### src/rtl/conv_8b_to_32b.sv
// -----------------------------------------------------------------------------
// conv_8b_to_32b
// Reassembles a contiguous byte stream, as produced by the 32b->8b serialiser,
// into 32-bit words. Runs entirely in the clk_4f domain. Each group of four
// bytes accepted on consecutive edges yields one word with a single-cycle
// valid_out strobe. A gap in the middle of a word throws away the bytes held
// so far and raises frag_err for one cycle.
//
// Parameters
//   MSB_FIRST : 1 = byte 0 of a word lands in data_out[31:24]
//               0 = byte 0 of a word lands in data_out[7:0]
//   HOLD_LAST : 1 = data_out keeps the last complete word between strobes
//               0 = data_out reads 0 whenever valid_out is low
//
// Ports
//   clk_4f    in   1   byte-rate clock, rising edge
//   reset_L   in   1   asynchronous active-low reset
//   data_in   in   8   byte from the serialiser
//   valid_in  in   1   data_in is valid this cycle
//   data_out  out  32  reassembled word (registered)
//   valid_out out  1   one-cycle strobe, data_out holds a new word
//   frag_err  out  1   one-cycle strobe, a partial word was discarded
//   byte_idx  out  2   lane counter (number of bytes held)
//
// States
//   ST_IDLE    | no bytes held, byte_idx = 0
//   ST_COLLECT | 1 to 3 bytes held
// -----------------------------------------------------------------------------
module conv_8b_to_32b #(
    parameter bit MSB_FIRST = 1'b1,
    parameter bit HOLD_LAST = 1'b1
) (
    input  logic        clk_4f,
    input  logic        reset_L,
    input  logic [7:0]  data_in,
    input  logic        valid_in,
    output logic [31:0] data_out,
    output logic        valid_out,
    output logic        frag_err,
    output logic [1:0]  byte_idx
);

    typedef enum logic {
        ST_IDLE    = 1'b0,
        ST_COLLECT = 1'b1
    } state_t;

    state_t      state_q;
    logic [1:0]  idx_q;
    logic [31:0] asm_q;
    logic [31:0] data_q;
    logic        valid_q;
    logic        frag_q;

    logic [1:0]  lane_sel;
    logic [31:0] asm_d;

    // Lane k sits at bit offset 8k (LSB first) or 8(3-k) (MSB first);
    // ~k equals 3-k on a 2-bit counter.
    always_comb begin
        lane_sel = MSB_FIRST ? ~idx_q : idx_q;
        asm_d    = asm_q;
        asm_d[{lane_sel, 3'b000} +: 8] = data_in;
    end

    always_ff @(posedge clk_4f or negedge reset_L) begin
        if (!reset_L) begin
            state_q <= ST_IDLE;
            idx_q   <= 2'd0;
            asm_q   <= '0;
            data_q  <= '0;
            valid_q <= 1'b0;
            frag_q  <= 1'b0;
        end else begin
            valid_q <= 1'b0;
            frag_q  <= 1'b0;
            if (!HOLD_LAST) begin
                data_q <= '0;
            end
            case (state_q)
                ST_IDLE: begin
                    // data_in is never looked at unless valid_in is set, so
                    // X on an idle bus cannot reach the assembly register.
                    if (valid_in) begin
                        asm_q   <= asm_d;
                        idx_q   <= 2'd1;
                        state_q <= ST_COLLECT;
                    end
                end
                ST_COLLECT: begin
                    if (valid_in) begin
                        if (idx_q == 2'd3) begin
                            data_q  <= asm_d;
                            valid_q <= 1'b1;
                            asm_q   <= '0;
                            idx_q   <= 2'd0;
                            state_q <= ST_IDLE;
                        end else begin
                            asm_q <= asm_d;
                            idx_q <= idx_q + 2'd1;
                        end
                    end else begin
                        // Gap inside a word: drop held bytes, data_out untouched.
                        frag_q  <= 1'b1;
                        asm_q   <= '0;
                        idx_q   <= 2'd0;
                        state_q <= ST_IDLE;
                    end
                end
                default: begin
                    asm_q   <= '0;
                    idx_q   <= 2'd0;
                    state_q <= ST_IDLE;
                end
            endcase
        end
    end

    assign data_out  = data_q;
    assign valid_out = valid_q;
    assign frag_err  = frag_q;
    assign byte_idx  = idx_q;

endmodule

### config.mk
export PLATFORM = sky130hd
export DESIGN_NAME = conv_8b_to_32b
export DESIGN_NICKNAME = d
export VERILOG_FILES = /design/src/rtl/conv_8b_to_32b.sv
export SDC_FILE = /design/constraint.sdc
export NUM_CORES = 1
export LEC_CHECK = 0
export BUFFER_PORTS_ARGS = -buffer_cell sky130_fd_sc_hd__buf_4
export CORE_MARGIN = 8
export CORE_UTILIZATION = 58
export CTS_BUF_LIST = sky130_fd_sc_hd__clkbuf_4 sky130_fd_sc_hd__clkbuf_8
export DETAILED_ROUTE_END_ITERATION = 6
export GPL_TIMING_DRIVEN = 0
export PLACE_DENSITY = 0.89
export SYNTH_ARGS = -nofsm -noshare
export SYNTH_HDL_FRONTEND = slang
export SYNTH_SLANG_ARGS = --single-unit
### constraint.sdc
create_clock -name clk_4f -period 2.7 [get_ports clk_4f]
set_clock_uncertainty 0.05 [all_clocks]
set_input_delay 0.405 -clock clk_4f [delete_from_list [all_inputs] [get_ports clk_4f]]
set_output_delay 0.405 -clock clk_4f [all_outputs]
set_load 0.01 [all_outputs]
==> results.py, run 1 <==
metrics = {
    "status": {
        "status": "completed",
    },
    "sta": {
        "worst_slack_ns": 0.415,
        "post-route-min-period_ns": 2.28,
        "hold_ws_ns": 0.119,
        "maxSlewViolCount": 0,
        "worstMarginPinSlew_ns": 0.827,
        "finalHoldViolCount": 0,
        "max_freq_ghz": 0.438,
        "setup_tns_ns": 0,
        "min_period_over_period_pct": 84.6,
        "rsz0062_at_grt": "false",
        "relSlewSlack_pct": 44.9,
        "setup_viol": 0,
    },
    "grt": {
        "gr-total-overflow": 0,
        "grt_pass1_wl_um": 10900,
        "grt_max_degree": 70,
        "grt_pass1_vias": 2159,
        "antenna_found_initial": 0,
        "grt_usage_pct": 19.2,
    },
    "worst_setup_path": {
        "cpLargestDelayFamily": "flip-flops",
        "cp.arrival_ns": 2.46,
        "required_ns": 2.87,
        "startpoint_type": "flop",
        "path_cells": "inv_1 -> ha_1 -> and4b_1 -> buf_6 -> a221oi_1 -> nor2_1",
        "critPathMaxFanout": 11,
        "end_kind": "flop",
        "worst_path_max_delay_cell": "dfrtp_1",
        "reg2reg_depth": 6,
        "criticalPathCategory": "flop to flop",
        "crit_cells": 6,
        "critPathBufInv": 2,
        "cp_slowest_stage_delay_ns": 0.61,
    },
    "synth": {
        "synth_warnings": 0,
        "synth_cell_type_count": 30,
        "syn_nets": 253,
        "synth_adder_area_share_pct": 2.19,
        "synthXorXnorAreaFrac_pct": 0,
        "syn_area_um2": 2860,
        "yosysSeqAreaShare_pct": 60.4,
        "syn_inst": 237,
        "synth_top_family_by_area": "simple AND/OR/NAND/NOR gates",
        "synth-seq-cells": 69,
        "syn_avg_cell_area_um2": 12.1,
        "synth.area.mux_share_pct": 0,
        "synth_compound_area_share_pct": 14.8,
        "synth-main-ff-cell": "dfrtp_1",
        "synth-simple-area-share_pct": 19.2,
        "synth_edf_count": 0,
        "async_flop_share_pct": 100,
    },
    "clock_network": {
        "ctsHtreeMaxLevel": 3,
        "cts_num_sinks": 69,
        "ctsResizeCount": 0,
        "cts_tree": "built",
        "path_clk_slew_ns": 0.07,
        "numCtsBuffers": 9,
        "hold_buffers": 0,
        "root_buffer": "clkbuf_8",
        "postCtsSetupBuffers": 0,
        "clk_path_buf_depth": 2,
        "clk_latency_ns": 0.35,
    },
    "power_and_ir_drop": {
        "netSwitchingPower_mw": 0.817,
        "power_density_nw_per_um2": 786,
        "power_mw": 2.73,
        "power_frac_clock_pct": 30.8,
        "internal-power_mw": 1.92,
        "max-vdd-ir-drop_mv": 0.461,
        "power_frac_seq_pct": 47.0,
        "sw_frac_of_total_pct": 29.9,
        "comb_power_share_pct": 22.2,
        "cellLeakagePower_nw": 1.81,
    },
    "routing": {
        "drtIter0Drc": 234,
        "topRoutingLayerUsed": "met4",
        "wl_met3_um": 491,
        "ant_nets": 0,
        "drt_first_pass_iters": 4,
        "vias_per_cell": 5.84,
        "wl_met2_um": 3310,
        "routedWlPerCell_um": 18.2,
        "wl_met1_um": 2670,
        "route.detailed.drc": 0,
        "wl_um": 6650,
        "vias": 2138,
    },
    "finish": {
        "area_growth_pct": 21.9,
        "stdcell_count": 366,
        "drive_gt1_share_pct": 26.4,
        "fin_util_pct": 73.7,
        "fin_area_um2": 3480,
        "fin_nets": 310,
        "antenna_cells": 0,
    },
    "die": {
        "core_um2": 4720,
        "io_pins": 47,
        "die_w_um": 86.2,
        "die_y_um": 86.2,
        "initial_core_util_pct": 60.5,
        "dieArea_um2": 7430,
        "row_count": 25,
    },
    "placed_design": {
        "dp_cells": 350,
        "place_ws_ns": 0.424,
        "io_buffers": 46,
        "place_area_um2": 3290,
        "gpl.final_weighted_congestion": 0.859,
        "dp_hpwl_um": 4520,
    },
    "worst_hold_path": {
        "hold_class": "input port to async pin",
    },
    "job": {
        "drv_cap": 0,
    },
}
-- worst register-to-register path, stage by stage, from the launching register on --
cell and delay, ns:
dfrtp_1 0.61, inv_1 0.19, ha_1 0.51, and4b_1 0.25, buf_6 0.14, a221oi_1 0.34
nor2_1 0.09
-- power by group through the flow --
| stage | Clock (mW) | Sequential [mW] | Combinational, mW |
|---|---|---|---|
| after global routing | 0.885 | 1.30 | 0.661 |
| after floorplan | 0 | 1.33 | 0.278 |
| final | 0.843 | 1.29 | 0.606 |
| after global placement | 0 | 1.29 | 0.584 |
| after CTS | 0.842 | 1.28 | 0.614 |
| after detailed placement | 0 | 1.30 | 0.609 |
-- cells in the mapped netlist, types with 2 or more instances --
library cell | instances | area share [%]
dfrtp_1 | 69 | 60
a221oi_1 | 8 | 2.5
buf_6 | 4 | 1.6
ha_1 | 5 | 2.2
nand3b_1 | 24 | 6.3
a22oi_2 | 2 | 0.88
a22o_1 | 32 | 9.8
nand2_1 | 49 | 6.4
nand3_1 | 3 | 0.53
nor2_1 | 17 | 2.2
clkbuf_1 | 2 | 0.26
inv_1 | 3 | 0.39
buf_4 | 2 | 0.53
-- kinds of logic (layout without fill, tap and decap cells) --
group,Yosys count,count (layout)
AO/OA/AOI/OAI,48,48
adder cells (fa/ha/maj),5,5
buffers and inverters,13,75
flip-flops,69,69
AND/OR/NAND/NOR,102,102
-- layout by cell type (no fill, tap or decap), drive strengths merged, types with 2 or more instances in the layout --
cell type	count
clkbuf	14
nand3b	24
clkinv	4
ha	5
a22oi	2
buf	52
nor2	17
nand3	4
a22o	32
a221oi	8
dfrtp	69
a21boi	2
inv	4
nor3	2
nand2	49
-- layer usage --
metal  up-vias  global-route usage (%)
li1        963                       -
met1      1057                    23.1
met2        98                    30.7
met3        20                    4.73
met4         0                    11.1
met5         -                       0
-- final cells by class --
type	count	area, µm²
Fill cell	321	1240
Inverter	4	15.0
Tap cell	67	83.8
Clock inverter	5	50.0
Timing Repair Buffer	46	345
Clock buffer	11	145
Multi-Input combinational cell	155	1030
Buffer	9	81.3
Sequential cell	69	1730
-- state kept, by name (all words and copies together) (netlist names) --
register and cells:
state_q 1, byte_idx 2, data_out 32, frag_err 1, valid_out 1, asm_q 32
-- worst paths after layout --
check	slack [ns]	from	endpoint
worst max-delay path	0.42	byte_idx[0]	data_out[0]
worst min-delay path	0.12	reset_L	data_out[27]
worst max register to register	0.42	byte_idx[0]	data_out[0]
worst min register to register	0.42	data_out[26]	data_out[26]
max in group asynchronous	1.96	reset_L	data_out[25]
min in group clk_4f	0.29	data_in[6]	asm_q[14]
(Power assumes the default switching activity.)
==> run 2, diff against run 1 <==
ABC_AREA = 1   (was unset)
CORE_UTILIZATION = 59   (was 58)
clock period = 2.29 ns   (was 2.7 ns; I/O delays follow)
==> run 2 against run 1 <==
Against the previous run: final cell count grew 47%; routed wire length grew 18%; combinational power rose by 26%; total power increased by 26%; count of clock-buffer cells in the layout grew 1; synthesized cell count up 71%; critical path type unchanged; register-to-register slack worse by 0.08 ns; fmax rose by 17%.
==> results.py, run 2 <==
metrics = {
    "sta": {
        "relSlewSlack_pct": 42.8,
        "maxSlewViolCount": 0,
        "setup_viol": 0,
        "rsz0062_at_grt": "false",
        "finalHoldViolCount": 0,
        "min_period_over_period_pct": 85.2,
        "post-route-min-period_ns": 1.95,
        "max_freq_ghz": 0.513,
        "setup_tns_ns": 0,
        "worstMarginPinSlew_ns": 0.857,
        "worst_slack_ns": 0.339,
    },
    "die": {
        "dieArea_um2": 7950,
        "core_um2": 5140,
        "die_y_um": 89.2,
        "die_w_um": 89.2,
        "initial_core_util_pct": 61.5,
        "io_pins": 47,
        "row_count": 26,
    },
    "grt": {
        "grt_usage_pct": 22.0,
        "grt_max_degree": 70,
        "grt_pass1_wl_um": 13300,
        "grt_pass1_vias": 2819,
        "antenna_found_initial": 0,
        "gr-total-overflow": 0,
    },
    "worst_setup_path": {
        "critPathMaxFanout": 10,
        "cp_slowest_stage_delay_ns": 0.57,
        "cp_common_cell": "nand2_1",
        "path_cells": "inv_1 -> ha_1 -> inv_2 -> nand2_1 -> o21ai_0 -> nand2_1 -> nand2_1",
        "worst_path_max_delay_cell": "dfrtp_1",
        "end_kind": "flop",
        "required_ns": 2.52,
        "startpoint_type": "flop",
        "criticalPathCategory": "flop to flop",
        "cp.arrival_ns": 2.18,
    },
    "synth": {
        "yosysTopAreaCell": "dfrtp_1",
        "synthTopCellsByCount": "260 x nand2_1, 69 x dfrtp_1, 21 x nand3_1, 13 x o21ai_0, 8 x inv_1",
        "netlist.area_leader.share_pct": 54.7,
        "yosysSeqAreaShare_pct": 54.7,
        "synth_cell_type_count": 18,
        "async_flop_share_pct": 100,
        "syn_avg_cell_area_um2": 7.80,
        "synth-main-ff-cell": "dfrtp_1",
        "synthMostInstantiatedCell": "nand2_1",
        "syn_nets": 421,
        "synthTopCellsByArea": "dfrtp_1 55%, nand2_1 31%, nand3_1 3.3%",
        "syn_area_um2": 3160,
        "synth_edf_count": 0,
        "synth_warnings": 0,
        "syn_inst": 405,
        "synth-seq-cells": 69,
    },
    "finish": {
        "stdcell_count": 537,
        "final_cell_mix": "260 x nand2_1, 69 x dfrtp_1, 46 x buf_4",
        "area_growth_pct": 21.5,
        "fin_nets": 478,
        "drive_gt1_share_pct": 17.3,
        "antenna_cells": 0,
        "layout_commonest_cell": "nand2_1",
    },
    "power_and_ir_drop": {
        "power_frac_seq_pct": 42.4,
        "sw_frac_of_total_pct": 29.8,
        "cellLeakagePower_nw": 2.25,
        "power_density_nw_per_um2": 900,
        "max-vdd-ir-drop_mv": 0.571,
        "comb_power_share_pct": 22.1,
        "internal-power_mw": 2.43,
        "power_mw": 3.46,
        "netSwitchingPower_mw": 1.03,
        "power_frac_clock_pct": 35.6,
    },
    "placed_design": {
        "place_ws_ns": 0.393,
        "gpl.final_weighted_congestion": 0.891,
        "dp_hpwl_um": 5380,
        "dp_cells": 521,
        "io_buffers": 46,
    },
    "routing": {
        "routedWlPerCell_um": 14.6,
        "vias_per_cell": 5.26,
        "ant_nets": 0,
        "drt_first_pass_iters": 4,
        "drtIter0Drc": 230,
        "wl_um": 7820,
        "vias": 2823,
        "route.detailed.drc": 0,
    },
    "clock_network": {
        "ctsResizeCount": 0,
        "postCtsSetupBuffers": 0,
        "ctsHtreeMaxLevel": 3,
        "cts_num_sinks": 69,
        "clk_path_buf_depth": 2,
        "root_buffer": "clkbuf_8",
        "hold_buffers": 0,
        "cts_tree": "built",
        "clk_latency_ns": 0.35,
        "numCtsBuffers": 9,
        "path_clk_slew_ns": 0.07,
    },
    "job": {
        "drv_cap": 0,
    },
    "status": {
        "status": "completed",
    },
    "worst_hold_path": {
        "hold_class": "input port to async pin",
    },
}
[run 2: cell types whose count changed in the layout (fill, tap and decap cells not counted), moves of 3 or more]
cell | before | now
nand2_1 | 49 | 260
a221oi_1 | 8 | 0
nand3b_1 | 24 | 0
a22o_1 | 32 | 0
buf_2 | 0 | 4
clkinv_2 | 4 | 1
inv_1 | 3 | 8
o21ai_0 | 1 | 13
nor2_1 | 17 | 4
nand3_1 | 3 | 21
inv_2 | 1 | 5
[run 2: power by group through the flow]
| stage | Sequential [mW] | Clock, mW | Combinational (mW) |
|---|---|---|---|
| after floorplan | 1.51 | 0 | 0.396 |
| after global placement | 1.47 | 0 | 0.737 |
| after detailed placement | 1.48 | 0 | 0.757 |
| after CTS | 1.46 | 1.23 | 0.767 |
| after global routing | 1.48 | 1.29 | 0.854 |
| final | 1.46 | 1.23 | 0.763 |
[run 2: path summary, 6_finish.rpt]
check	from	end	slack, ns	cells past startpoint
worst min-delay path	reset_L	asm_q[6]	0.05	1
worst min register to register	data_out[29]	data_out[29]	0.43	2
min in group clk_4f	valid_in	frag_err	0.14	2
worst max-delay path	byte_idx[0]	asm_q[4]	0.34	7
worst max register to register	byte_idx[0]	asm_q[4]	0.34	7
max in group asynchronous	reset_L	asm_q[30]	1.57	1
[run 2: logic make-up (layout without fill, tap and decap cells)]
logic type | Yosys count | count (layout) | share of synthesized area, %
compound gates | 17 | 17 | 3.21
fa+ha+maj | 5 | 5 | 1.98
buf+inv | 26 | 88 | 4.44
flops | 69 | 69 | 54.7
simple gates | 288 | 288 | 35.7
[run 2: stage by stage]
| step | hold slack [ns] | cell area [µm²] | utilization, % |
|---|---|---|---|
| 5_1_grt | 0.129 | 3840 | 74.7 |
| 4_1_cts | 0.0857 | 3840 | 74.7 |
| 2_1_floorplan | -0.00209 | 3160 | - |
| 6_report | 0.0480 | 3840 | 74.7 |
| 3_5_place_dp | 0.417 | 3590 | 69.9 |
| 3_3_place_gp | 0.411 | 3590 | 69.9 |
[run 2: final cells by class]
type	instances	area [µm²]
Sequential cell	69	1730
Tap cell	70	87.6
Clock inverter	4	95.1
Inverter	14	52.6
Fill cell	387	1300
Multi-Input combinational cell	310	1290
Buffer	12	87.6
Timing Repair Buffer	46	345
Clock buffer	12	153
[run 2: metal layers]
metal	vias to the layer above	track usage, %	wire length [µm]
met5	-	0	0
li1	1353	-	-
met1	1329	26.9	3180
met3	19	5.24	704
met4	0	11.9	164
met2	122	35.2	3770
[run 2: critical path: cells and delay by family (launching register included)]
family                     cells  cell delay, ns
and+or+nand+nor                3            0.27
buffers and inverters          2            0.34
AOI/OAI and AO/OA              1            0.25
adders and majority gates      1            0.41
DFF                            1            0.57
